$ cat src/rtl/lsh_band_bucket.sv
// LSH band bucketing stage: splits a captured MinHash signature into bands,
// hashes each band to a bucket key, and looks it up in that band's table.
// A tag match emits a (prev window, cur window) candidate pair; every band
// then records the current window in its bucket.
module lsh_band_bucket #(
    parameter int S        = 4,
    parameter int R        = 2,
    parameter int TBL_BITS = 4
) (
    input  logic                clk,
    input  logic                reset,
    input  logic                clear,
    input  logic                sig_valid,
    output logic                sig_ready,
    input  logic [S-1:0][31:0]  sig,
    input  logic [31:0]         w_i,
    output logic                cand_valid,
    input  logic                cand_ready,
    output logic [31:0]         cand_band,
    output logic [31:0]         cand_prev_wi,
    output logic [31:0]         cand_cur_wi,
    output logic                done,
    output logic [15:0]         evict_cnt
);
    localparam int NB = S / R;
    localparam int NE = 1 << TBL_BITS;
    localparam int BW = (NB > 1) ? $clog2(NB) : 1;

    typedef enum logic [2:0] {
        IDLE, CLEAR, CAPTURE, HASH, LOOKUP, EMIT, WRITE, DONE
    } state_t;

    state_t               state;
    logic                 rdy_q;      // low only in the first cycle after reset and outside IDLE
    logic [S-1:0][31:0]   sig_q;
    logic [31:0]          wi_q;
    logic [31:0]          key_q;
    logic [BW-1:0]        b_q;
    logic [TBL_BITS-1:0]  idx_q;
    logic [TBL_BITS-1:0]  clr_idx;

    logic [NE-1:0]        tbl_vld [NB];
    logic [31:0]          tbl_tag [NB][NE];
    logic [31:0]          tbl_wi  [NB][NE];

    logic [NB-1:0][31:0]  band_key;
    logic [31:0]          key_c;
    logic [TBL_BITS-1:0]  idx_c;
    logic                 rd_vld;
    logic [31:0]          rd_tag;
    logic [31:0]          rd_wi;
    logic                 hit;

    function automatic logic [31:0] rotl(input logic [31:0] x, input int n);
        int k;
        k = n % 32;
        if (k == 0) return x;
        return (x << k) | (x >> (32 - k));
    endfunction

    // Band keys: XOR of each row rotated left by 8 bits per row position
    for (genvar gb = 0; gb < NB; gb++) begin : g_band
        logic [R:0][31:0] acc;
        assign acc[0] = '0;
        for (genvar gr = 0; gr < R; gr++) begin : g_row
            assign acc[gr+1] = acc[gr] ^ rotl(sig_q[gb*R+gr], 8*gr);
        end
        assign band_key[gb] = acc[R];
    end

    assign key_c = band_key[b_q];
    assign idx_c = key_c[TBL_BITS-1:0] ^ key_c[31:32-TBL_BITS];

    // Table read uses the index registered in HASH
    assign rd_vld = tbl_vld[b_q][idx_q];
    assign rd_tag = tbl_tag[b_q][idx_q];
    assign rd_wi  = tbl_wi[b_q][idx_q];
    assign hit    = rd_vld && (rd_tag == key_q);

    assign sig_ready = rdy_q && !clear;

    // Per-band tables: valid bits reset/cleared, tag and window payload written in WRITE
    for (genvar gb = 0; gb < NB; gb++) begin : g_tbl
        always_ff @(posedge clk or negedge reset) begin
            if (!reset) begin
                tbl_vld[gb] <= '0;
            end else if (state == CLEAR) begin
                tbl_vld[gb][clr_idx] <= 1'b0;
            end else if (state == WRITE && b_q == BW'(gb)) begin
                tbl_vld[gb][idx_q] <= 1'b1;
            end
        end

        // Payload needs no reset: it is only meaningful under a set valid bit
        always_ff @(posedge clk) begin
            if (state == WRITE && b_q == BW'(gb)) begin
                tbl_tag[gb][idx_q] <= key_q;
                tbl_wi[gb][idx_q]  <= wi_q;
            end
        end
    end

    // Control FSM with registered handshake, candidate and status outputs
    always_ff @(posedge clk or negedge reset) begin
        if (!reset) begin
            state        <= IDLE;
            rdy_q        <= 1'b0;
            sig_q        <= '0;
            wi_q         <= '0;
            key_q        <= '0;
            b_q          <= '0;
            idx_q        <= '0;
            clr_idx      <= '0;
            cand_valid   <= 1'b0;
            cand_band    <= '0;
            cand_prev_wi <= '0;
            cand_cur_wi  <= '0;
            done         <= 1'b0;
            evict_cnt    <= '0;
        end else begin
            done <= 1'b0;
            case (state)
                IDLE: begin
                    if (!rdy_q) begin
                        rdy_q <= 1'b1;
                    end else if (clear) begin
                        clr_idx <= '0;
                        rdy_q   <= 1'b0;
                        state   <= CLEAR;
                    end else if (sig_valid) begin
                        sig_q <= sig;
                        wi_q  <= w_i;
                        b_q   <= '0;
                        rdy_q <= 1'b0;
                        state <= CAPTURE;
                    end
                end
                CLEAR: begin
                    clr_idx <= clr_idx + TBL_BITS'(1);
                    if (clr_idx == TBL_BITS'(NE-1)) begin
                        rdy_q <= 1'b1;
                        state <= IDLE;
                    end
                end
                CAPTURE: state <= HASH;
                HASH: begin
                    key_q <= key_c;
                    idx_q <= idx_c;
                    state <= LOOKUP;
                end
                LOOKUP: begin
                    if (hit) begin
                        cand_valid   <= 1'b1;
                        cand_band    <= 32'(b_q);
                        cand_prev_wi <= rd_wi;
                        cand_cur_wi  <= wi_q;
                        state        <= EMIT;
                    end else begin
                        if (rd_vld && evict_cnt != 16'hFFFF)
                            evict_cnt <= evict_cnt + 16'd1;
                        state <= WRITE;
                    end
                end
                EMIT: begin
                    if (cand_ready) begin
                        cand_valid <= 1'b0;
                        state      <= WRITE;
                    end
                end
                WRITE: begin
                    if (b_q == BW'(NB-1)) begin
                        done  <= 1'b1;
                        state <= DONE;
                    end else begin
                        b_q   <= b_q + BW'(1);
                        state <= HASH;
                    end
                end
                DONE: begin
                    rdy_q <= 1'b1;
                    state <= IDLE;
                end
                default: state <= IDLE;
            endcase
        end
    end
endmodule

$ cat config.mk
export PLATFORM = sky130hd
export DESIGN_NAME = lsh_band_bucket
export DESIGN_NICKNAME = d
export VERILOG_FILES = /design/src/rtl/lsh_band_bucket.sv
export SDC_FILE = /design/constraint.sdc
export NUM_CORES = 2
export LEC_CHECK = 0
export CORE_AREA = 2 2 446 448
export CTS_CLUSTER_SIZE = 24
export DETAILED_ROUTE_END_ITERATION = 6
export DIE_AREA = 0 0 448 450
export HOLD_SLACK_MARGIN = 0.1
export PLACE_DENSITY = 0.6
export SETUP_SLACK_MARGIN = 0.15
export SLEW_MARGIN = 5
export SYNTH_ARGS = -nofsm -noshare
export SYNTH_HDL_FRONTEND = slang
export SYNTH_SLANG_ARGS = --single-unit
$ cat constraint.sdc
create_clock -name clk -period 10 [get_ports clk]
set_clock_uncertainty 0.2 [all_clocks]
set_input_delay 2 -clock clk [delete_from_list [all_inputs] [get_ports clk]]
set_output_delay 2 -clock clk [all_outputs]
set_load 0.01 [all_outputs]
* After elaboration in Yosys (flattened, before gate mapping)
Memory sizes are Yosys's and may differ from the RTL's.
Index checks and enable logic that the tools add are counted.
** Word-level totals
- Logic and storage cells :: 150
- Bits in registers :: 320
- Memories :: 2
- Memory bits (writable) :: 2048
- Output and inout bits :: 115
- Latch bits :: 0
- Memory bits (read-only) :: 0
** Memory list
- tbl_tag :: depth 2, width 512, rd ports 1, clocked after Yosys merged registers in 0, wr ports 1, RTL line 43 : logic [31:0] tbl_tag [NB][NE];
- tbl_wi :: depth 2, width 512, rd ports 1, clocked after Yosys merged registers in 0, wr ports 1, RTL line 44 : logic [31:0] tbl_wi [NB][NE];
** Operators by class
- Shifts and indexed selects :: 0
- Equality and inequality tests :: 18
- Div/mod/pow operators :: 0
- Muxes and demuxes :: 59
- Bitwise operators :: 15
- Reduce and logical (&&, ||, !) cells :: 26
- $mul :: 0
- Order comparisons :: 8
- $add $sub $neg :: 3
** Operators by type and width (count)
- two-way mux 512 bit :: 6
- OR reduction 512 bit :: 2
- binary-select mux 32 bit (select 4 bit) :: 2
- two-way mux 32 bit :: 7
- demux 32 bit (select 4 bit) :: 1
- two-way mux 16 bit :: 7
- bitwise OR 32 x 8 -> 32 bit :: 2
- XOR 32 bit :: 2
- AND 16 bit :: 2
- equality test 32 bit :: 1
- bitwise OR 16 bit :: 2
- case mux 3 bit (8 select lines) :: 1
- two-way mux 1 bit :: 19
- two-way mux 3 bit :: 6
- adder 16 x 1 -> 16 bit (second input constant) :: 1
- inequality test 16 bit (second input constant) :: 1
- NOT 16 bit :: 1
- equality test 3 bit (second input constant) :: 4
- inequality test 2 bit (second input constant) :: 6
- AND reduction 4 bit :: 3
- less-than comparator 4 x 5 -> 1 bit (second input constant) :: 2
- nonzero test 2 bit :: 5
- AND reduction 3 bit :: 3
- demux 1 bit (select 4 bit) :: 2
- other kinds (27) :: 41

* Depth between registers and ports, before layout
- Depth after elaboration :: 9
- Gate-level depth with buffers :: 18

* Worst setup path after synthesis
OpenSTA, ideal clock, no wires.
- Path kind :: register to register
- Start point :: reg b_q
- End point :: mem tbl_tag[1][384] (netlist name), enable pin
- Path slack :: 3.803 ns
- Buffers on the path :: 10
- Setup time :: 0.488 ns
- Stages on the path, launching flop included :: 14
- Arrival :: 5.509 ns
- Data required time :: 9.312 ns
- Clock period less this slack :: 6.197 ns
- Cell sequence :: dfrtp_1 buf_6 buf_6 buf_6 buf_6 buf_6 buf_4 clkbuf_1 clkbuf_1 buf_1 and3_1 clkbuf_1 nand2_1 nor2_1
** Between the ends
- Cells in the longest elaborated chain, start to end :: 5
** Ends and longest elaborated chain
- start: declaration :: RTL line 38 : logic [BW-1:0] b_q;
- start signal: assignment :: RTL line 175 : b_q <= b_q + BW'(1);
- logical AND 1 bit or NOT 1 bit (tied branches) :: RTL line 96 : if (state == WRITE && b_q == BW'(gb)) begin
- two-way mux 1 bit or logical AND 1 bit (tied branches) :: RTL line 96
- two-way mux 512 bit (implied by the code) or two-way mux 1 bit (tied branches) :: RTL line 97, 96
- OR reduction 512 bit (no line) or two-way mux 512 bit (tied branches)
- two-way mux 1 bit (no line) or two-way mux 512 bit (tied branches)
- end: declaration :: RTL line 43
Parallel ways exist; a longest one is shown, timed or not.

* Final worst setup path
- Start point :: reg idx_q[1]
- End point :: reg cand_cur_wi[27]
** Between the ends
- Cells in the longest elaborated chain, start to end :: 7
** Ends and longest elaborated chain
- start: declaration :: RTL line 39 : logic [TBL_BITS-1:0] idx_q;
- start signal: assignment :: RTL line 148 : idx_q <= idx_c;
- NOT 4 -> 5 bit (implied by the code) :: RTL line 76 : assign rd_tag = tbl_tag[b_q][idx_q];
- binary-select mux 32 bit (select 4 bit) :: RTL line 76
- two-way mux 32 bit (implied by the code) (2 in a row) :: RTL line 76
- equality test 32 bit :: RTL line 78 : assign hit = rd_vld && (rd_tag == key_q);
- logical AND 1 bit * :: RTL line 78
- AND reduction 2 bit (no line) *
- end signal: assignment :: RTL line 156 : cand_cur_wi <= wi_q;
- end: declaration :: RTL line 21 : output logic [31:0] cand_cur_wi,
Every way passes the cells marked *; elsewhere a longest branch is shown, timed or not. The select of a mux whose other input is x is not followed.
A chain may end at the register's enable or synchronous reset.

==> impl_results.md <==
* Unrepaired setup endpoints after global routing: no
* GR Util met2 at 0.382
* Final instance area at between 0.1 and 0.15 mm²
* Die area at 0.202 mm²
* Fillers at 15200
* Initial antenna violation count at 17
* Clock Latency Late Sink at approximately 0.87 ns
* Antenna viol nets, final at 0
* Share of flip-flops with an asynchronous set or reset at 0.135
* Mapped cell area at approximately 0.09 mm²
* Root buffer selected by CTS: clkbuf_16
* Worst setup SP type: register
* Syn Inst Count at roughly 4500
* Tightest Pin Transition at approximately 1.4 ns
* Met3 usage at 0.0467
* Placed Instance Area at just under 0.1 mm²
* Core Area at ~0.20 mm²
* Final Hold Fails at 0
* First-pass GRT wire length at approximately 340000 µm
* WS Path Type: reg -> reg
* Layout cells sized above 1 at 0.227
* # H-tree levels at 4
* DRC violations left at 0
* Gpl congestion at 0.772
* Static Leak at 36.4 nW
* Clk sink count at ~2400
* Top Ports at 280
* Main synth FF type: edfxtp_1
* Final WL at ~240000 µm
* Starting Density at 0.468
* Cell with the most instances after synthesis: edfxtp_1
* Tmin final at about 7.2 ns
* Post-synthesis average cell area at 20.3 µm²
* Post-synth EDFFs at 2048
* Hold_buf cts at 0
* Vias per cell at around 6
* Setup TNS at 0 ns
* VDD IR max at ~0.22 mV
* Largest net degree at the start of global routing at between 150 and 200
* Total grt overflow at 0
* Netlist cell types at between 60 and 70
* Yosys top cell area share at 0.668
* Post CTS Setup Buffer Count at 0
* Inserted Clock Buffers at 233
* CTS clock-pin slew for the worst setup and hold paths at around 0.06 ns
* Area contributors post-synth: edfxtp_1, mux4_2, dfrtp_1, mux2i_1, mux2_2
* Commonest cells post-synth: edfxtp_1, mux4_2, mux2i_1
* Synth-to-Final Area Change at 14.6%
* GR peak layer: met2
* Critical path arrival at 7.75 ns
* Count of state elements after synthesis at about 2400
* Detailed Place HPWL at 128000 µm
* Final Setup Violations at 0
* Met1 global-route usage at 0.348
* Vias at approximately 46000
* Number of global-route vias before repair at about 46000
* Die width at ~450 µm
* Slew Viols, Final at 0
* Status: complete, no violations
* Row count at roughly 160
* DRT iter0 DRCs at 5523
* Synth warn at 0
* Layout Nets at 5080
* Fmax at ~140 MHz
* Hold crit path type: reg -> reg
* Maxcap violations at 0
* Seq/Total Area, Yosys at 0.755
* Worst EP required at around 11 ns
* Setup crit end kind: register
* Drt first pass iters at 6
* Rel. slew slack at 0.0891
* Fin crit share at 0.722
* Cell area power density at 285 mW/mm²
* Buffer levels on the longest clock path at 3
* Area leader, netlist: edfxtp_1
* TritonCTS clock tree: done
* Hold WS at approximately 0.27 ns
* Die height at 450 µm
* DR WL/cell at 31.3 µm
* Total GRT Usage at 0.241
* # resized after CTS at 0
* CP Max Fanout at around 110
* IO Port Bufs at roughly 250
-- cells by family (layout without fill, tap and decap cells) --
group,after synthesis,after routing,share of synthesized area
XOR/XNOR,108,108,0.0103
AND/OR/NAND/NOR,382,382,0.0194
adder cells (fa/ha/maj),5,5,0.000680
buffers and inverters,314,871,0.0171
AO/OA/AOI/OAI,341,341,0.0244
multiplexers,1013,1013,0.173
other,1,37,0.0000408
flip-flops,2368,2368,0.755
-- cells in the final DEF (no fill, tap or decap), drive strengths merged, types with 5 or more instances in the layout --
| cell | instances |
|---|---|
| a211oi | 8 |
| a21o | 37 |
| a21oi | 44 |
| a221oi | 7 |
| a22oi | 40 |
| a31oi | 7 |
| a32oi | 10 |
| and2 | 7 |
| and3 | 13 |
| buf | 140 |
| bufinv | 13 |
| clkbuf | 320 |
| clkdlybuf4s50 | 247 |
| clkinv | 103 |
| conb | 31 |
| dfrtp | 320 |
| diode | 6 |
| edfxtp | 2048 |
| ha | 5 |
| inv | 44 |
| mux2 | 203 |
| mux2i | 376 |
| mux4 | 434 |
| nand2 | 101 |
| nand2b | 12 |
| nand3 | 40 |
| nand4 | 17 |
| nor2 | 117 |
| nor2b | 17 |
| nor3 | 26 |
| nor4 | 11 |
| o21ai | 38 |
| o221ai | 6 |
| o22ai | 121 |
| xnor2 | 56 |
| xor2 | 52 |
-- final timing paths --
check / from / to / slack [ns] / cells past startpoint
worst max-delay path: idx_q[1] / cand_cur_wi[27] / 2.78 / 12
worst min-delay path: tbl_vld[19] / tbl_vld[19] / 0.27 / 1
worst max register to register: idx_q[1] / cand_cur_wi[27] / 2.78 / 12
worst min register to register: tbl_vld[19] / tbl_vld[19] / 0.27 / 1
max in group asynchronous: reset / evict_cnt[2] / 7.19 / 2
min in group asynchronous: reset / cand_cur_wi[25] / 0.94 / 1
-- layout make-up --
| type | instances | area, µm² | area share |
|---|---|---|---|
| diodes | 6 | 15.0 | 0.000142 |
| well taps | 2640 | 3300 | 0.0313 |
| clock inverters | 124 | 1130 | 0.0108 |
| repair buffers | 387 | 3640 | 0.0345 |
| multi-input cells | 1880 | 21300 | 0.202 |
| clock buffers | 320 | 6320 | 0.0599 |
| inverters | 40 | 151 | 0.00144 |
| flip-flops and latches | 2368 | 69500 | 0.659 |
-- critical path: stages, from the launching register on --
cell and delay [ns]:
dfrtp_4 0.58, buf_12 0.57, buf_4 0.64, mux4_2 0.33
o22ai_1 0.09, nor4_1 0.70, xor2_1 0.14, nor4_1 0.92
nand4_1 0.16, or4_1 0.95, or3_4 0.67, buf_4 0.45
mux2_4 0.45
-- flip-flops by register name (all words and copies together) (netlist names) --
register,flops
b_q,1
cand_band,1
cand_cur_wi,32
cand_prev_wi,32
cand_valid,1
clr_idx,4
done,1
evict_cnt,16
g_band.acc,64
idx_q,4
key_q,32
rdy_q,1
sig_q,64
state,3
tbl_tag,1024
tbl_vld,32
tbl_wi,1024
wi_q,32
-- through the flow --
stage | total power [mW] | std cells | utilization | setup slack, ns
2_1_floorplan | 18.8 | 4562 | - | 3.80
3_3_place_gp | 21.6 | 7314 | 0.498 | 2.72
3_5_place_dp | 21.7 | 7315 | 0.498 | 2.68
4_1_cts | 30.2 | 7759 | 0.536 | 2.61
5_1_grt | 31.2 | 7761 | 0.536 | 2.44
6_report | 30.0 | 7765 | 0.536 | 2.78
-- power by group --
part	internal [mW]	total, mW	switching [mW]	leakage, nW
sequential	12.5	13.6	1.12	22.7
combinational	3.33	7.90	4.57	10.0
clock	4.77	8.52	3.75	3.65
total	20.6	30.0	9.44	36.4
-- layer usage --
metal | share of wire | vias up
li1 | - | 19100
met4 | 0.020 | 10
met2 | 0.48 | 2062
met1 | 0.42 | 24900
met5 | 0.00027 | -
met3 | 0.082 | 320
Note: power is estimated with default switching activity, not from simulation.
